--- config.mk ---
export PLATFORM = sky130hd
export DESIGN_NAME = array_multiplier
export DESIGN_NICKNAME = d
export VERILOG_FILES = /design/src/rtl/array_multiplier.sv
export SDC_FILE = /design/constraint.sdc
export NUM_CORES = 1
export LEC_CHECK = 0
export BUFFER_PORTS_ARGS = -buffer_cell sky130_fd_sc_hd__clkbuf_2
export CORE_UTILIZATION = 30
export CTS_BUF_LIST = sky130_fd_sc_hd__clkbuf_4 sky130_fd_sc_hd__clkbuf_8
export DETAILED_ROUTE_END_ITERATION = 10
export GPL_TIMING_DRIVEN = 0
export HOLD_SLACK_MARGIN = 0.12
export SLEW_MARGIN = 10
export SYNTH_ARGS = -nofsm -noshare
export SYNTH_HDL_FRONTEND = slang
export SYNTH_SLANG_ARGS = --single-unit
export TNS_END_PERCENT = 10
--- constraint.sdc ---
create_clock -name clk -period 11.7 [get_ports clk]
set_input_delay 2.34 -clock clk [delete_from_list [all_inputs] [get_ports clk]]
set_output_delay 2.34 -clock clk [all_outputs]
set_load 0.05 [all_outputs]
--- src/rtl/array_multiplier.sv ---
// array_multiplier
// ----------------
// Unsigned WIDTH x WIDTH array multiplier. The product is formed by a grid of
// AND partial-product gates feeding rows of ripple half/full-adder cells, and
// is registered together with a valid flag once per clock.
//
// Ports:
//   clk        rising-edge clock for all state
//   rst        synchronous, active-high reset (clears product and out_valid)
//   in_valid   qualifies a/b for capture on this rising edge
//   a, b       unsigned operands, WIDTH bits each
//   product    registered a*b, 2*WIDTH bits; holds while no new pair arrives
//   out_valid  one-cycle pulse per accepted operand pair
//
// Handshake: a pair is accepted on every rising edge where in_valid=1 and
// rst=0; there is no ready/backpressure. The result appears on product with
// out_valid=1 exactly one cycle later, in order. Reset wins over in_valid.

module half_adder (
  input  logic x,
  input  logic y,
  output logic s,
  output logic c
);
  assign s = x ^ y;
  assign c = x & y;
endmodule

module full_adder (
  input  logic x,
  input  logic y,
  input  logic ci,
  output logic s,
  output logic co
);
  assign s  = x ^ y ^ ci;
  assign co = (x & y) | (ci & (x ^ y));
endmodule

module array_multiplier #(
  parameter int WIDTH = 4
) (
  input  logic               clk,
  input  logic               rst,
  input  logic               in_valid,
  input  logic [WIDTH-1:0]   a,
  input  logic [WIDTH-1:0]   b,
  output logic [2*WIDTH-1:0] product,
  output logic               out_valid
);

  logic [2*WIDTH-1:0] array_product;

  // Each row holds a WIDTH+1 bit sum: WIDTH sum bits plus the row carry-out as
  // MSB. Bit 0 of a row is final (it is product bit i); the upper WIDTH bits
  // are passed down and added to the next partial-product row, which is
  // shifted left by one relative to it.
  genvar i, j;
  generate
    for (i = 0; i < WIDTH; i++) begin : g_row
      logic [WIDTH:0]   row_sum;
      logic [WIDTH-1:0] pp;

      // pp[j] = a[j] & b[i]
      assign pp = a & {WIDTH{b[i]}};

      if (i == 0) begin : g_first
        assign row_sum = {1'b0, pp};
      end else begin : g_add
        logic [WIDTH-1:0] prev_hi;
        assign prev_hi = g_row[i-1].row_sum[WIDTH:1];

        // Carries live in per-cell scalars so the ripple chain is not a
        // vector that depends on its own bits.
        for (j = 0; j < WIDTH; j++) begin : g_col
          logic c_out;
          if (j == 0) begin : g_ha
            half_adder u_ha (
              .x (prev_hi[0]),
              .y (pp[0]),
              .s (row_sum[0]),
              .c (c_out)
            );
          end else begin : g_fa
            full_adder u_fa (
              .x  (prev_hi[j]),
              .y  (pp[j]),
              .ci (g_col[j-1].c_out),
              .s  (row_sum[j]),
              .co (c_out)
            );
          end
        end

        assign row_sum[WIDTH] = g_col[WIDTH-1].c_out;
      end
    end

    // Low product bits drop out of each row's LSB; the last row supplies the
    // top WIDTH+1 bits.
    for (i = 0; i < WIDTH - 1; i++) begin : g_low_bits
      assign array_product[i] = g_row[i].row_sum[0];
    end
  endgenerate

  assign array_product[2*WIDTH-1:WIDTH-1] = g_row[WIDTH-1].row_sum;

  // Output registers
  logic [2*WIDTH-1:0] product_d, product_q;
  logic               out_valid_d, out_valid_q;

  always_comb begin
    product_d   = product_q;
    out_valid_d = 1'b0;
    if (in_valid) begin
      product_d   = array_product;
      out_valid_d = 1'b1;
    end
  end

  always_ff @(posedge clk) begin
    if (rst) begin
      product_q   <= '0;
      out_valid_q <= 1'b0;
    end else begin
      product_q   <= product_d;
      out_valid_q <= out_valid_d;
    end
  end

  assign product   = product_q;
  assign out_valid = out_valid_q;

endmodule

==> flow_summary.toml, run 1 <==
[clock_network]
ctsHoldBuffers = 0
clk_pin_slew_worst_paths_ns = 0.06
cts-resized-gates = 0
clock_latency_ns = 0.26
numCtsBuffers = 3
cts_tree = "yes"
clkSinkCount = 9
h-tree-depth = 1
cts-root-buf = "clkbuf_4"
post_cts_buffers = 0
clockBufferDepth = 2

[placement]
dp_slack_ns = 5.35
numPlacedInstances = 109
dpl_cell_area_sq_um = 807
io_buffers = 17
gp_congestion = 0.737
dp_hpwl_um = 1010

[worst_setup_path]
crit_required_ns = 11.89
crit_path_start_kind = "input pin"
cp_max_fo = 4
critPathMostFrequentCell = "fa_1"
crit_type = "input pin to register"
critPathBufInv = 4
cp_slowest_cell = "fa_1"
max_stage_delay_ns = 0.50
path_delay_family = "adder cells"
end_kind = "register"
worstPathCellList = "clkbuf_2 > and2_1 > ha_1 > inv_1 > fa_1 > fa_1 > inv_1 > fa_1 > fa_1 > inv_1 > fa_1 > fa_1 > fa_1 > a211oi_2"
cp.arrival_ns = 6.24

[sta]
hold_slack_ns = 0.475
rsz0062_at_grt = "no"
tightest_slew_ns = 0.282
setup_viol = 0
fin_setup_tns_ns = 0
relSlewSlack_pct = 81.3
post-route-worst-setup-slack_ns = 5.65
fmax_ghz = 0.165
maxSlewViolCount = 0
finalCritPeriodShare_pct = 51.7
hold_viol = 0
finalClockSkew_ns = 0
layout_min_cycle_time_ns = 6.05

[global_routing]
grt_pass1_vias = 483
grt_overflow = 0
antenna_found_initial = 0
grt_pass1_wl_um = 2100
grt_max_degree = 11
grt.total_usage_pct = 11.5

[finish]
synthToLayoutAreaGrowth_pct = 21.6
mostFrequentLayoutCells = "clkbuf_2 (18), dfxtp_1 (9), and2_1 (8), inv_1 (8), fa_1 (8)"
utilization_pct = 40.6
mostFrequentLayoutCell = "clkbuf_2"
final_area_sq_um = 837
fin_cells = 113
finalNetCount = 110
n_fill_cell = 219
regArea_sq_um = 180
n_antenna_cell = 0
multiInputGateArea_sq_um = 442
drive_gt1_share_pct = 39.5

[floorplanning]
die-area_sq_um = 2490
die_w_um = 49.9
die_h_um = 49.9
num_rows = 16
start_util_pct = 33.4
io_pins = 20
core_sq_um = 2060

[drt]
drc = 0
antenna_left = 0
drtIter0Drc = 4
first_pass_iters = 2
wire_per_inst_um = 10.5
wl_um = 1190
vias = 481
viasPerCell = 4.26

[worst_hold_path]
min_path_type = "register to register"

[logic_synthesis]
syn_inst = 65
syn_area_sq_um = 688
synth-seq-cells = 9
syn_nets = 88
yosysUniqueCellTypes = 17
avgSynthCellArea_sq_um = 10.6
yosys_warnings = 0
ys_seq_area_share_pct = 26.2

[pwr]
power_density_nw_per_um2 = 116
peakVddDrop_v = 0.0000672
p_total_mw = 0.0969
leakage_nw = 0.390

[run_status]
status = "finished, final reports clean"

[run]
cap_violations = 0
-- Yosys cell counts --
cell / number / area (sq um)
a211oi_2: 4 / 50.1
fa_1: 8 / 160
buf_6: 1 / 11.3
ha_1: 4 / 50.1
nand3_4: 1 / 17.5
nor2_2: 4 / 25.0
a21oi_2: 1 / 8.76
and2_1: 8 / 50.1
dfxtp_1: 9 / 180
nand2b_1: 1 / 6.26
nor2b_1: 1 / 6.26
buf_12: 1 / 20.0
nand2_1: 7 / 26.3
inv_1: 8 / 30.0
nor2_1: 3 / 11.3
mux2i_1: 3 / 30.0
clkbuf_2: 1 / 5.00
-- power breakdown --
group / switching (mW) / internal [mW]
combinational: 0.0227 / 0.0127
clock: 0.0110 / 0.0155
sequential: 0.00152 / 0.0335
-- area by class of cell --
cell class	count	share of cell area [%]
sequential	9	21.5
buffer	3	4.33
inverter	8	3.59
multi-input combinational	45	52.8
tap	27	4.04
timing repair buffer	17	10.2
clock buffer	4	3.59
-- path summary, 6_finish.rpt --
kind,startpoint,end,slack [ns],depth (start not counted)
setup / recovery,a[0],product[6],5.65,14
hold / removal,product[0],product[0],0.48,2
setup reg to reg,product[7],product[7],11.10,2
hold reg to reg,product[0],product[0],0.48,2
-- registers in the layout, indices dropped and copies added, names as in the netlist --
register and cells:
out_valid 1, product 8
-- kinds of logic after synthesis --
| group | synth area share [%] |
|---|---|
| AO/OA/AOI/OAI | 8.55 |
| adder cells (fa/ha/maj) | 30.5 |
| buffers and inverters | 9.64 |
| flip-flops | 26.2 |
| multiplexers | 4.36 |
| AND/OR/NAND/NOR | 20.7 |
-- worst reg2reg max path, stage by stage, from the launching register on --
cell      delay, ns
dfxtp_1        0.36
nor2_2         0.05
a211oi_2       0.12
-- routing by layer --
metal  vias to the layer above  GRT usage [%]  share of wire [%]
met5                         -              0                  0
met4                         0           1.43                  0
met3                         0           5.56                5.3
met2                        14           18.9                 49
met1                       223           13.8                 46
li1                        244              -                  -
Power figures use the tool's default switching activity.
==> run 2, diff against run 1 <==
Settings changed: ABC_AREA from default to 1.
Clock period 11.7 ns to 5.98 ns, I/O delays scaled along.
==> run 2 against run 1 <==
Effect of this change: total power rose by 88%; die area fell by 4.0%; worst hold slack got worse by 0.0064 ns; clock skew did not move; register-to-register slack got worse by 5.7 ns; critical path depth rose by 3; non-clock buffer count did not move; sequential cell count did not move; area after synthesis fell by 4.2%; critical path type unchanged; largest power group is now registers.
==> flow_summary.toml, run 2 <==
[logic_synthesis]
synth-edff-count = 0
synthFlopType = "dfxtp_1"
syn_area_sq_um = 659
synthDominantAreaCellType = "dfxtp_1"
async_flop_share_pct = 0
yosysTopAreaCellShare_pct = 27.3
ys_top_cells_by_count = "nand2_1 (25), inv_1 (18), nor2_1 (13), dfxtp_1 (9), fa_1 (8)"
synthMostInstantiatedCell = "nand2_1"
synth-seq-cells = 9
yosys_warnings = 0
synthTopCellsByArea = "dfxtp_1 (27%), fa_1 (24%), nand2_1 (14%)"
syn_nets = 109
avgSynthCellArea_sq_um = 7.67
ys_seq_area_share_pct = 27.3
syn_inst = 86
yosysUniqueCellTypes = 13

[finish]
mostFrequentLayoutCell = "nand2_1"
drive_gt1_share_pct = 25.7
largest_register_ffs = 8
mostFrequentLayoutCells = "nand2_1 (25), clkbuf_2 (19), inv_1 (18)"
synthToLayoutAreaGrowth_pct = 24.1
finalNetCount = 133
n_antenna_cell = 0
n_fill_cell = 222

[sta]
rsz0062_at_grt = "no"
hold_viol = 0
setup_viol = 0
maxSlewViolCount = 0
finalCritPeriodShare_pct = 80.7
tightest_slew_ns = 0.277
layout_min_cycle_time_ns = 4.83
fmax_ghz = 0.207
finalClockSkew_ns = 0
relSlewSlack_pct = 81.6
fin_setup_tns_ns = 0

[drt]
drc = 0
first_pass_iters = 4
wire_per_inst_um = 8.49
drtIter0Drc = 13
vias = 564
antenna_left = 0
wl_um = 1150
viasPerCell = 4.15

[floorplanning]
die_h_um = 48.9
start_util_pct = 32.6
die_w_um = 48.9
io_pins = 20
num_rows = 16
core_sq_um = 2020
die-area_sq_um = 2390

[global_routing]
grt_max_degree = 11
grt_overflow = 0
grt.total_usage_pct = 11.2
antenna_found_initial = 0
grt_pass1_wl_um = 2060
grt_pass1_vias = 550

[worst_setup_path]
critPathMostFrequentCell = "fa_1"
crit_type = "input pin to register"
crit_path_start_kind = "input pin"
cp_max_fo = 4
max_stage_delay_ns = 0.50
worstPathCellList = "clkbuf_2 > nand2_1 > inv_1 > ha_1 > inv_1 > fa_1 > fa_1 > inv_1 > fa_1 > fa_1 > fa_1 > inv_1 > fa_1 > fa_1 > nand2_1 > inv_1 > nor2_1"
path_delay_family = "adder cells"
critPathBufInv = 6
cp.arrival_ns = 4.98
cp_slowest_cell = "fa_1"
crit_required_ns = 6.13
end_kind = "register"

[placement]
io_buffers = 19
dp_hpwl_um = 980
gp_congestion = 0.749

[pwr]
internal_power_mw = 0.116
combPwrFrac_pct = 34.7
clkPwrFrac_pct = 27.9
p_seq_share_pct = 37.4
p_total_mw = 0.182
switching_power_mw = 0.0661
power_density_nw_per_um2 = 222
swShare_pct = 36.4
leakage_nw = 0.487
peakVddDrop_v = 0.000127

[clock_network]
clock_latency_ns = 0.26
cts-resized-gates = 0
clk_pin_slew_worst_paths_ns = 0.06
numCtsBuffers = 3
clkSinkCount = 9
ctsHoldBuffers = 0
cts-root-buf = "clkbuf_4"
post_cts_buffers = 0
h-tree-depth = 1
cts_tree = "yes"
clockBufferDepth = 2

[worst_hold_path]
min_path_type = "register to register"

[run_status]
status = "finished, final reports clean"

[run]
cap_violations = 0
[run 2: cell types whose count changed in the layout (fill, tap and decap cells not counted), moves of 2 or more]
cell | before | now
nand2_1 | 7 | 25
nor2_2 | 4 | 0
and2_1 | 8 | 0
inv_2 | 0 | 2
o21ai_1 | 0 | 2
nor2_1 | 3 | 13
a211oi_2 | 4 | 0
mux2i_1 | 3 | 0
inv_1 | 8 | 18
[run 2: layer usage]
layer  track usage [%]  routed length (um)  vias up
met5                 0                   0        -
met4              2.94                   0        0
met3              4.67                  67        0
met2              20.4                 589       13
met1              11.8                 498      257
li1                  -                   -      294
[run 2: worst paths after layout]
| kind | from | endpoint | slack (ns) | cells past startpoint |
|---|---|---|---|---|
| worst max register to register | product[1] | product[1] | 5.37 | 2 |
| worst min-delay path | product[4] | product[4] | 0.47 | 2 |
| worst min register to register | product[4] | product[4] | 0.47 | 2 |
| worst max-delay path | b[0] | product[6] | 1.15 | 17 |
[run 2: cell type report]
| class | count | area [sq um] | share of cell area [%] |
|---|---|---|---|
| multi-input cells | 56 | 393 | 48.0 |
| flip-flops and latches | 9 | 180 | 22.0 |
| repair buffers | 19 | 95.1 | 11.6 |
| inverters | 20 | 75.1 | 9.17 |
| well taps | 27 | 33.8 | 4.13 |
| clock buffers | 4 | 30.0 | 3.67 |
| plain buffers | 1 | 11.3 | 1.38 |
[run 2: cells by family after synthesis]
family                     after synthesis  share of synthesized area [%]
buffers and inverters                   21                           13.1
and+or+nand+nor                         40                           24.1
AOI/OAI and AO/OA                        4                           3.60
DFF                                      9                           27.3
adders and majority gates               12                           31.9
[run 2: worst min-delay path, delay by kind of cell (launching register included)]
family	cells	cell delay (ns)
flops	1	0.31
simple gates	2	0.13
[run 2: stage by stage]
step                      area [sq um]  setup slack [ns]  hold slack [ns]  util [%]  std cells
after floorplan                    659              1.18            0.689         -         86
after global placement             788             0.924            0.458      39.0        132
after detailed placement           788             0.876            0.463      39.0        132
after CTS                          818              1.16            0.471      40.5        136
after global routing               818             0.964            0.498      40.5        136
final                              818              1.15            0.469      40.5        136
[run 2: power by group through the flow]
stage / sequential (mW) / combinational, mW / clock (mW)
finish: 0.0679 / 0.0631 / 0.0507
global route: 0.0685 / 0.0715 / 0.0557
CTS: 0.0679 / 0.0642 / 0.0529
detailed placement: 0.0692 / 0.0641 / 0
global placement: 0.0691 / 0.0638 / 0
floorplan: 0.0876 / 0.0294 / 0
==> run 3, diff against run 2 <==
Clock period 5.98 ns to 3.9 ns, I/O delays scaled along.
==> run 3 against run 2 <==
Effect of this change: the flow now finishes with violations (negative setup slack); clock skew is the same; register-to-register slack lost 2.1 ns; combinational power grew 65%; count of clock-buffer cells in the layout shrank 1; sequential power grew 53%; total power grew 54%; critical path type unchanged; via count shrank 1.2%; die area is the same; worst hold slack is essentially flat; global-route usage grew 0.64 points.
==> flow_summary.toml, run 3 (same netlist as run 2, synthesis figures left out) <==
[floorplanning]
die_h_um = 48.9
die-area_sq_um = 2390
io_pins = 20
core_sq_um = 2020
die_w_um = 48.9
start_util_pct = 32.6
num_rows = 16

[sta]
setup_viol = 2
fmax_ghz = 0.243
relSlewSlack_pct = 81.5
fin_setup_tns_ns = -0.337
rsz0062_at_grt = "yes"
finalClockSkew_ns = 0
finalCritPeriodShare_pct = 105
tightest_slew_ns = 0.279
layout_min_cycle_time_ns = 4.11
hold_viol = 0
maxSlewViolCount = 0
post-route-worst-setup-slack_ns = -0.210

[worst_setup_path]
end_kind = "register"
cp.arrival_ns = 4.26
regToRegEndpoint = "product[1]"
r2r-start = "product[1]"
crit_type = "input pin to register"
crit_required_ns = 4.05
ff2ff_path_depth = 2
crit_path_start_kind = "input pin"
cp_max_fo = 4
timing.reg2reg.setup_slack_ns = 3.29

[worst_hold_path]
hold_end = "product[0]"
hold_depth = 2
hold_start = "product[0]"
min_path_type = "register to register"

[run_status]
status = "finished, violations left"
violations = "negative setup slack"

[drt]
first_pass_iters = 2
vias = 557
wire_per_inst_um = 8.70
antenna_left = 0
drc = 0
wl_um = 1180
viasPerCell = 4.10
drtIter0Drc = 3

[global_routing]
antenna_found_initial = 0
grt_overflow = 0
grt_max_degree = 11
grt_pass1_wl_um = 2150
grt_pass1_vias = 554
grt.total_usage_pct = 11.8

[placement]
io_buffers = 19
gp_congestion = 0.744
dp_hpwl_um = 1000

[clock_network]
numCtsBuffers = 3
clk_pin_slew_worst_paths_ns = 0.06
clkSinkCount = 9
post_cts_buffers = 0
clockBufferDepth = 2
cts_tree = "yes"
clock_latency_ns = 0.26
h-tree-depth = 1
cts-root-buf = "clkbuf_4"

[pwr]
leakage_nw = 0.494
power_density_nw_per_um2 = 323
peakVddDrop_v = 0.000275

[finish]
mostFrequentLayoutCell = "nand2_1"
largest_register_ffs = 8
drive_gt1_share_pct = 32.1
utilization_pct = 42.7
n_antenna_cell = 0
mostFrequentLayoutCells = "nand2_1 (25), inv_1 (16), clkbuf_2 (15)"
synthToLayoutAreaGrowth_pct = 30.9
finalNetCount = 133

[run]
cap_violations = 0
-- run 3: where the power goes --
group          total, mW  switching (mW)  internal [mW]
logic              0.104          0.0676         0.0367
clock network     0.0706          0.0329         0.0378
registers          0.104         0.00381          0.100
-- run 3: per-stage QoR --
stage	setup slack, ns	hold WS (ns)	instances	instance area, sq um	power, mW
floorplan	-0.260	0.689	86	672	0.181
global placement	-0.489	0.458	132	801	0.206
detailed placement	-0.513	0.463	132	801	0.209
CTS	-0.201	0.472	136	863	0.286
global route	-0.332	0.505	136	863	0.304
finish	-0.210	0.469	136	863	0.279
-- run 3: routing by layer --
layer	global-route usage, %	wire, um	vias to the layer above
li1	-	-	296
met1	12.5	498	249
met2	21.5	623	12
met3	5.92	61	0
met4	1.47	0	0
met5	0	0	-
-- run 3: cell type report --
type | count | area, sq um
Fill cell | 222 | 1160
Multi-Input combinational cell | 56 | 405
Sequential cell | 9 | 180
Timing Repair Buffer | 19 | 130
Inverter | 20 | 75.1
Tap cell | 27 | 33.8
Clock buffer | 3 | 22.5
Buffer | 1 | 11.3
Clock inverter | 1 | 5.00
-- run 3: how the worst max path moves through the flow --
stage	from	endpoint	slack [ns]	depth (start not counted)
global placement	a[1]	product[6]	-0.49	17
CTS	a[1]	product[6]	-0.20	17
floorplan	b[0]	product[6]	-0.26	16
finish	a[1]	product[6]	-0.21	17
detailed placement	a[0]	product[6]	-0.51	17
global route	b[1]	product[6]	-0.33	17
-- run 3: what timing repair did --
item / 4_1_cts / 5_1_grt
gates resized for setup: 5 / 1
pin swaps: 1 / 0
hold buffers: 0 / 0
setup endpoints to repair: 2 / 3
-- run 3: critical path: stages --
cell and delay [ns]:
clkbuf_8 0.11, nand2_1 0.04, inv_1 0.05, ha_1 0.14, inv_1 0.05, fa_2 0.34
fa_1 0.50, inv_2 0.04, fa_2 0.34, fa_2 0.35, fa_1 0.50, inv_2 0.04
fa_2 0.38, fa_1 0.48, nand2_1 0.05, inv_1 0.05, nor2_1 0.03
